$ cat config.mk
export PLATFORM = sky130hd
export DESIGN_NAME = ps2_hex_ctrl_flat
export DESIGN_NICKNAME = d
export VERILOG_FILES = /design/src/rtl/ps2_hex_ctrl_if.sv /design/src/rtl/ps2_hex_ctrl.sv /design/src/flat_wrapper.sv
export SDC_FILE = /design/constraint.sdc
export NUM_CORES = 1
export LEC_CHECK = 0
export CORE_AREA = 4 4 79 81
export CTS_BUF_LIST = sky130_fd_sc_hd__clkbuf_8 sky130_fd_sc_hd__clkbuf_16
export DETAILED_ROUTE_END_ITERATION = 10
export DIE_AREA = 0 0 83 85
export PLACE_DENSITY = 0.83
export SLEW_MARGIN = 20
export SYNTH_ARGS = -nofsm -noshare
export SYNTH_HDL_FRONTEND = slang
export SYNTH_SLANG_ARGS = --single-unit
$ cat constraint.sdc
create_clock -name CLOCK_50 -period 3.2 [get_ports CLOCK_50]
set_input_delay 0.8 -clock CLOCK_50 [delete_from_list [all_inputs] [get_ports CLOCK_50]]
set_output_delay 0.8 -clock CLOCK_50 [all_outputs]
set_load 0.02 [all_outputs]
$ cat src/rtl/ps2_hex_ctrl_if.sv
// Byte stream from a PS/2 receiver into ps2_hex_ctrl.
// A byte is accepted on any cycle with byte_valid and byte_ready both high.
interface ps2_hex_ctrl_if;
  logic [7:0] byte_in;
  logic       byte_valid;
  logic       byte_ready;

  modport master (output byte_in, output byte_valid, input byte_ready);
  modport slave  (input byte_in, input byte_valid, output byte_ready);
endinterface

$ cat src/rtl/ps2_hex_ctrl.sv
// PS/2 scan-code parser that shows the last key code, extension flag and press count on six 7-segment digits.
// Optional idle blanking of the digits is built when PS2_HEX_BLANK_EN is defined.
module ps2_hex_ctrl #(
  parameter int TIMEOUT_CYCLES = 50_000_000
) (
  input  logic             CLOCK_50,
  input  logic             reset,
  ps2_hex_ctrl_if.slave    bus,
  output logic [6:0]       HEX0,
  output logic [6:0]       HEX1,
  output logic [6:0]       HEX2,
  output logic [6:0]       HEX3,
  output logic [6:0]       HEX4,
  output logic [6:0]       HEX5,
  output logic [7:0]       LEDR
);

  typedef enum logic [1:0] {
    IDLE     = 2'd0,
    GOT_E0   = 2'd1,
    GOT_F0   = 2'd2,
    GOT_E0F0 = 2'd3
  } state_t;

  localparam logic [6:0] SEG_BLANK = 7'h7F;
  localparam logic [6:0] SEG_E     = 7'h06;

  state_t      state_reg, state_next;
  logic [7:0]  key_code_reg;
  logic        ext_reg;
  logic        key_down_reg;
  logic [7:0]  press_count_reg;
  logic        ready_reg;
  logic        blank;

  logic        accept;
  logic        is_make;
  logic        is_break;
  logic        ev_ext;

  function automatic logic [6:0] hex_glyph(input logic [3:0] v);
    case (v)
      4'h0: hex_glyph = 7'h40;
      4'h1: hex_glyph = 7'h79;
      4'h2: hex_glyph = 7'h24;
      4'h3: hex_glyph = 7'h30;
      4'h4: hex_glyph = 7'h19;
      4'h5: hex_glyph = 7'h12;
      4'h6: hex_glyph = 7'h02;
      4'h7: hex_glyph = 7'h78;
      4'h8: hex_glyph = 7'h00;
      4'h9: hex_glyph = 7'h10;
      4'hA: hex_glyph = 7'h08;
      4'hB: hex_glyph = 7'h03;
      4'hC: hex_glyph = 7'h46;
      4'hD: hex_glyph = 7'h21;
      4'hE: hex_glyph = 7'h06;
      default: hex_glyph = 7'h0E;
    endcase
  endfunction

  assign accept         = bus.byte_valid & ready_reg;
  assign bus.byte_ready = ready_reg;

  always_ff @(posedge CLOCK_50 or posedge reset) begin
    if (reset) begin
      state_reg <= IDLE;
      ready_reg <= 1'b0;
    end else begin
      state_reg <= state_next;
      ready_reg <= 1'b1;
    end
  end

  // Prefix bytes only move the FSM; the final byte of a sequence raises a make or break event.
  always_comb begin
    state_next = state_reg;
    is_make    = 1'b0;
    is_break   = 1'b0;
    ev_ext     = 1'b0;
    if (accept) begin
      case (state_reg)
        IDLE: begin
          if (bus.byte_in == 8'hE0)      state_next = GOT_E0;
          else if (bus.byte_in == 8'hF0) state_next = GOT_F0;
          else                           is_make    = 1'b1;
        end
        GOT_E0: begin
          if (bus.byte_in == 8'hF0)      state_next = GOT_E0F0;
          else if (bus.byte_in == 8'hE0) state_next = GOT_E0;
          else begin
            is_make    = 1'b1;
            ev_ext     = 1'b1;
            state_next = IDLE;
          end
        end
        GOT_F0: begin
          is_break   = 1'b1;
          state_next = IDLE;
        end
        GOT_E0F0: begin
          is_break   = 1'b1;
          ev_ext     = 1'b1;
          state_next = IDLE;
        end
        default: state_next = IDLE;
      endcase
    end
  end

  always_ff @(posedge CLOCK_50 or posedge reset) begin
    if (reset) begin
      key_code_reg    <= 8'h00;
      ext_reg         <= 1'b0;
      key_down_reg    <= 1'b0;
      press_count_reg <= 8'h00;
    end else if (is_make) begin
      // A make matching the held key is typematic repeat and is ignored.
      if (!(key_down_reg && key_code_reg == bus.byte_in && ext_reg == ev_ext)) begin
        key_code_reg    <= bus.byte_in;
        ext_reg         <= ev_ext;
        key_down_reg    <= 1'b1;
        press_count_reg <= press_count_reg + 8'd1;
      end
    end else if (is_break) begin
      if (key_code_reg == bus.byte_in && ext_reg == ev_ext)
        key_down_reg <= 1'b0;
    end
  end

`ifdef PS2_HEX_BLANK_EN
  localparam int CW = $clog2(TIMEOUT_CYCLES) + 1;
  localparam logic [CW-1:0] IDLE_LAST = CW'(TIMEOUT_CYCLES - 1);

  logic [CW-1:0] idle_count_reg;
  logic          blank_reg;

  always_ff @(posedge CLOCK_50 or posedge reset) begin
    if (reset) begin
      idle_count_reg <= '0;
      blank_reg      <= 1'b0;
    end else if (accept) begin
      idle_count_reg <= '0;
      blank_reg      <= 1'b0;
    end else begin
      if (idle_count_reg != IDLE_LAST)
        idle_count_reg <= idle_count_reg + 1'b1;
      else
        blank_reg <= 1'b1;
    end
  end

  assign blank = blank_reg;
`else
  assign blank = 1'b0;
`endif

  // Display stage lags the parser state by one cycle.
  always_ff @(posedge CLOCK_50 or posedge reset) begin
    if (reset) begin
      HEX0 <= 7'h40;
      HEX1 <= 7'h40;
      HEX2 <= SEG_BLANK;
      HEX3 <= SEG_BLANK;
      HEX4 <= 7'h40;
      HEX5 <= 7'h40;
      LEDR <= 8'h00;
    end else begin
      HEX0 <= blank ? SEG_BLANK : hex_glyph(key_code_reg[3:0]);
      HEX1 <= blank ? SEG_BLANK : hex_glyph(key_code_reg[7:4]);
      HEX2 <= (blank || !ext_reg) ? SEG_BLANK : SEG_E;
      HEX3 <= SEG_BLANK;
      HEX4 <= blank ? SEG_BLANK : hex_glyph(press_count_reg[3:0]);
      HEX5 <= blank ? SEG_BLANK : hex_glyph(press_count_reg[7:4]);
      LEDR <= {4'b0000, state_reg, ext_reg, key_down_reg};
    end
  end

endmodule
$ cat src/flat_wrapper.sv
// flat-port wrapper written by rule: the top's interface ports become plain ports
module ps2_hex_ctrl_flat 
#(
  parameter int TIMEOUT_CYCLES = 50_000_000
)
  (CLOCK_50, reset, HEX0, HEX1, HEX2, HEX3, HEX4, HEX5, LEDR, bus_byte_in, bus_byte_valid, bus_byte_ready);
  ps2_hex_ctrl_if bus_i ();
  input  logic CLOCK_50;
  input  logic reset;
  output logic [6:0] HEX0;
  output logic [6:0] HEX1;
  output logic [6:0] HEX2;
  output logic [6:0] HEX3;
  output logic [6:0] HEX4;
  output logic [6:0] HEX5;
  output logic [7:0] LEDR;
  input wire logic [$bits(bus_i.byte_in)-1:0] bus_byte_in;
  input wire logic [$bits(bus_i.byte_valid)-1:0] bus_byte_valid;
  output wire logic [$bits(bus_i.byte_ready)-1:0] bus_byte_ready;
  assign bus_i.byte_in = bus_byte_in;
  assign bus_i.byte_valid = bus_byte_valid;
  assign bus_byte_ready = bus_i.byte_ready;
  ps2_hex_ctrl #(.TIMEOUT_CYCLES(TIMEOUT_CYCLES)) u_core (.CLOCK_50(CLOCK_50), .reset(reset), .bus(bus_i), .HEX0(HEX0), .HEX1(HEX1), .HEX2(HEX2), .HEX3(HEX3), .HEX4(HEX4), .HEX5(HEX5), .LEDR(LEDR));
endmodule
==> impl_metrics.json <==
{
  "outcome": "complete, no violations",
  "core_region_area_mm2": 0.005473,
  "post_synth_inst_count": 283,
  "yosys_most_used_dff": "sky130_fd_sc_hd__dfrtp_1",
  "nature_of_the_critical_path_endpoint": "register",
  "clk_path_buf_depth": 2,
  "leakage_nw": 1.549,
  "finClkSkew_ns": 0.006685,
  "placedCellCount": 388,
  "synth.distinct_cells": 38,
  "buffers_on_ports": 48,
  "max_cap_viol_count": 0,
  "global_route.usage.total_pct": 14.45,
  "tns_ns": 0,
  "max_slew.worst_pin.slew_ns": 0.5531,
  "floorplan.io_pins": 62,
  "multi_input_area_mm2": 0.001400,
  "cp_top_family": "buffers and inverters",
  "globalRoute.busiestLayer": "met2",
  "grt_overflow_total": 0,
  "antenna_violating_nets_post_route": 0,
  "netlist_top_cells_area": "sky130_fd_sc_hd__dfrtp_1 42%, sky130_fd_sc_hd__ha_1 10%, sky130_fd_sc_hd__dfstp_2 4.5%, sky130_fd_sc_hd__xnor2_1 4.5%, sky130_fd_sc_hd__buf_4 4.3%",
  "register_area_mm2": 0.001358,
  "clk_root_buffer_cell": "sky130_fd_sc_hd__clkbuf_8",
  "grt.met1_usage_pct": 17.57,
  "rsz_0062_raised_after_global_routing": "false",
  "yosys_warnings": 0,
  "worst-path-max-fanout": 10,
  "start_kind": "primary input",
  "synth_enable_flop_cells": 0,
  "syn2layout_area_growth_pct": 18.73,
  "slew-limit-headroom_pct": 63.13,
  "cts-hold-fix-buffers": 0,
  "drt_drc_violations_left": 0,
  "synth_top_cell_area_share_pct": 41.61,
  "post_cts_resize_count": 0,
  "synth-async-reset-ratio_pct": 100.0,
  "initial_core_util_pct": 53.84,
  "cts.clk_slew.worst_paths_ns": 0.09,
  "die-height_um": 85,
  "num-nets-final": 358,
  "avgViaCountPerCell": 4.997,
  "tritoncts": "done",
  "critical_path.slowest_cell": "sky130_fd_sc_hd__clkdlybuf4s50_1",
  "dr.first_iter.drc_count": 67,
  "synth.ff_latch_count": 54,
  "place_hpwl_mm": 3.700,
  "timing_worst_setup_path_type": "in -> reg",
  "finalHoldViolations": 0,
  "router_iterations_before_antenna_repair": 4,
  "yosysSeqAreaShare_pct": 46.07,
  "final.period_utilization_pct": 80.91,
  "critical_path_required_ns": 3.39,
  "grt_use_met2_pct": 25.22,
  "antenna_cells_inserted": 0,
  "report.final.setup_viol": 0,
  "critical_path_arrival_ns": 2.78,
  "hold_path_class": "reg -> reg",
  "die_width_um": 83,
  "globalRouteMet3Util_pct": 3.786,
  "synthDominantAreaCellType": "sky130_fd_sc_hd__dfrtp_1",
  "synth.most_common_cell": "sky130_fd_sc_hd__dfrtp_1",
  "number_of_global_route_vias_before_repair": 1780,
  "synth_top_cells_by_count": "49 x sky130_fd_sc_hd__dfrtp_1, 33 x sky130_fd_sc_hd__nand2_1, 24 x sky130_fd_sc_hd__ha_1",
  "final_max_tran_viols": 0,
  "fin_cells": 396,
  "clk_latency_ns": 0.30,
  "die-area_mm2": 0.007055,
  "crit_path_cell_trace": "clkdlybuf4s50_1, nor4_2, a21oi_2, xnor2_2, a21oi_4, buf_4, mux2_2",
  "placement_rows": 27,
  "dr_total_vias": 1979,
  "h_tree_level_count": 2,
  "postRouteWirelength_mm": 4.897,
  "number_of_antenna_violations_at_the_first_check_in_global_routing": 0,
  "tritoncts_num_sinks": 54,
  "cell_pwr_density_mw_per_mm2": 683.3,
  "syn_avg_cell_area_um2": 10.41,
  "cp.buffers_inverters": 2,
  "max_freq_mhz": 386.2,
  "maximum_number_of_pins_on_one_net_before_global_route_repair": 22,
  "place_congestion": 0.8671,
  "layout-drive-gt1-share_pct": 10.80,
  "mappedNetlistArea_mm2": 0.002947,
  "ir_drop_mv": 0.3940,
  "routedWlPerCell_um": 12.37,
  "nFillCells": 444,
  "wire_length_of_the_first_global_routing_pass_mm": 8.369,
  "max_stage_delay_ns": 0.47,
  "cts-buffers-inserted": 5,
  "min_period_ns": 2.589,
  "postCtsSetupBuffers": 0
}
## cell families after synthesis
logic type | synth area share, %
other | 0.2549
adders and majority gates | 10.19
muxes | 7.303
xor gates and xnor gates | 5.011
buffers and inverters | 7.940
and+or+nand+nor | 13.55
DFF | 46.07
AOI/OAI and AO/OA | 9.681
## path summary, 6_finish.rpt
| kind | from | cells past startpoint | end | slack, ns |
|---|---|---|---|---|
| max | bus_byte_in[1] | 7 | u_core.key_code_reg[7]$_DFFE_PP0P_ | 0.61 |
| min | u_core.state_reg[0]$_DFFE_PP0P_ | 0 | u_core.LEDR[2]$_DFF_PP0_ | 0.44 |
| max reg2reg | u_core.key_code_reg[7]$_DFFE_PP0P_ | 6 | u_core.key_code_reg[2]$_DFFE_PP0P_ | 1.25 |
| min reg2reg | u_core.state_reg[0]$_DFFE_PP0P_ | 0 | u_core.LEDR[2]$_DFF_PP0_ | 0.44 |
| max in group asynchronous | reset | 3 | u_core.HEX0[6]$_DFF_PP1_ | 1.74 |
| min in group asynchronous | reset | 2 | u_core.HEX1[1]$_DFF_PP0_ | 0.81 |
## per-stage QoR
| step | area, um2 | setup WS, ns | total power [mW] | hold slack, ns | utilization [%] |
|---|---|---|---|---|---|
| 5_1_grt | 3498 | 0.4871 | 2.553 | 0.4705 | 63.92 |
| 3_5_place_dp | 3403 | 0.2908 | 2.026 | 0.4146 | 62.19 |
| 4_1_cts | 3498 | 0.6233 | 2.418 | 0.4463 | 63.92 |
| 2_1_floorplan | 2992 | 1.061 | 1.689 | 0.3907 | - |
| 3_3_place_gp | 3403 | 0.3579 | 2.002 | 0.4219 | 62.19 |
| 6_report | 3498 | 0.6108 | 2.391 | 0.4398 | 63.92 |
## area by class of cell
class | count | area share, %
clock buffers | 6 | 2.361
clock inverters | 2 | 0.3577
inverters | 12 | 1.288
multi-input cells | 198 | 40.02
flip-flops and latches | 54 | 38.81
well taps | 72 | 2.575
repair buffers | 52 | 14.59
## metal layers
| metal | part of all wire (%) | vias to the layer above |
|---|---|---|
| li1 | - | 988 |
| met1 | 43 | 936 |
| met2 | 50 | 48 |
| met3 | 5.5 | 7 |
| met4 | 1.6 | 0 |
| met5 | 0 | - |
## report_power, final
group | internal, mW | leakage (nW) | switching, mW
Clock | 0.174 | 0.0472 | 0.214
Sequential | 0.858 | 0.666 | 0.178
Combinational | 0.486 | 0.836 | 0.481
Total | 1.52 | 1.55 | 0.872
## layout by cell type, fill, tap and decap left out, types with 3 or more instances in the layout
master | Yosys | layout
sky130_fd_sc_hd__a21oi_1 | 9 | 9
sky130_fd_sc_hd__a22o_1 | 4 | 4
sky130_fd_sc_hd__a31oi_1 | 4 | 4
sky130_fd_sc_hd__buf_4 | 17 | 4
sky130_fd_sc_hd__clkbuf_8 | 0 | 6
sky130_fd_sc_hd__clkdlybuf4s50_1 | 0 | 48
sky130_fd_sc_hd__conb_1 | 2 | 14
sky130_fd_sc_hd__dfrtp_1 | 49 | 49
sky130_fd_sc_hd__dfstp_2 | 5 | 5
sky130_fd_sc_hd__ha_1 | 24 | 24
sky130_fd_sc_hd__inv_1 | 12 | 11
sky130_fd_sc_hd__mux2_2 | 4 | 4
sky130_fd_sc_hd__mux2_4 | 3 | 3
sky130_fd_sc_hd__mux2i_1 | 8 | 8
sky130_fd_sc_hd__nand2_1 | 33 | 33
sky130_fd_sc_hd__nand2b_1 | 4 | 4
sky130_fd_sc_hd__nand3_1 | 3 | 3
sky130_fd_sc_hd__nand4_1 | 6 | 6
sky130_fd_sc_hd__nor2_1 | 19 | 19
sky130_fd_sc_hd__nor2b_1 | 5 | 5
sky130_fd_sc_hd__o21a_1 | 3 | 3
sky130_fd_sc_hd__o21ai_0 | 21 | 21
sky130_fd_sc_hd__xnor2_1 | 15 | 15
Power figures use the tool's default switching activity.
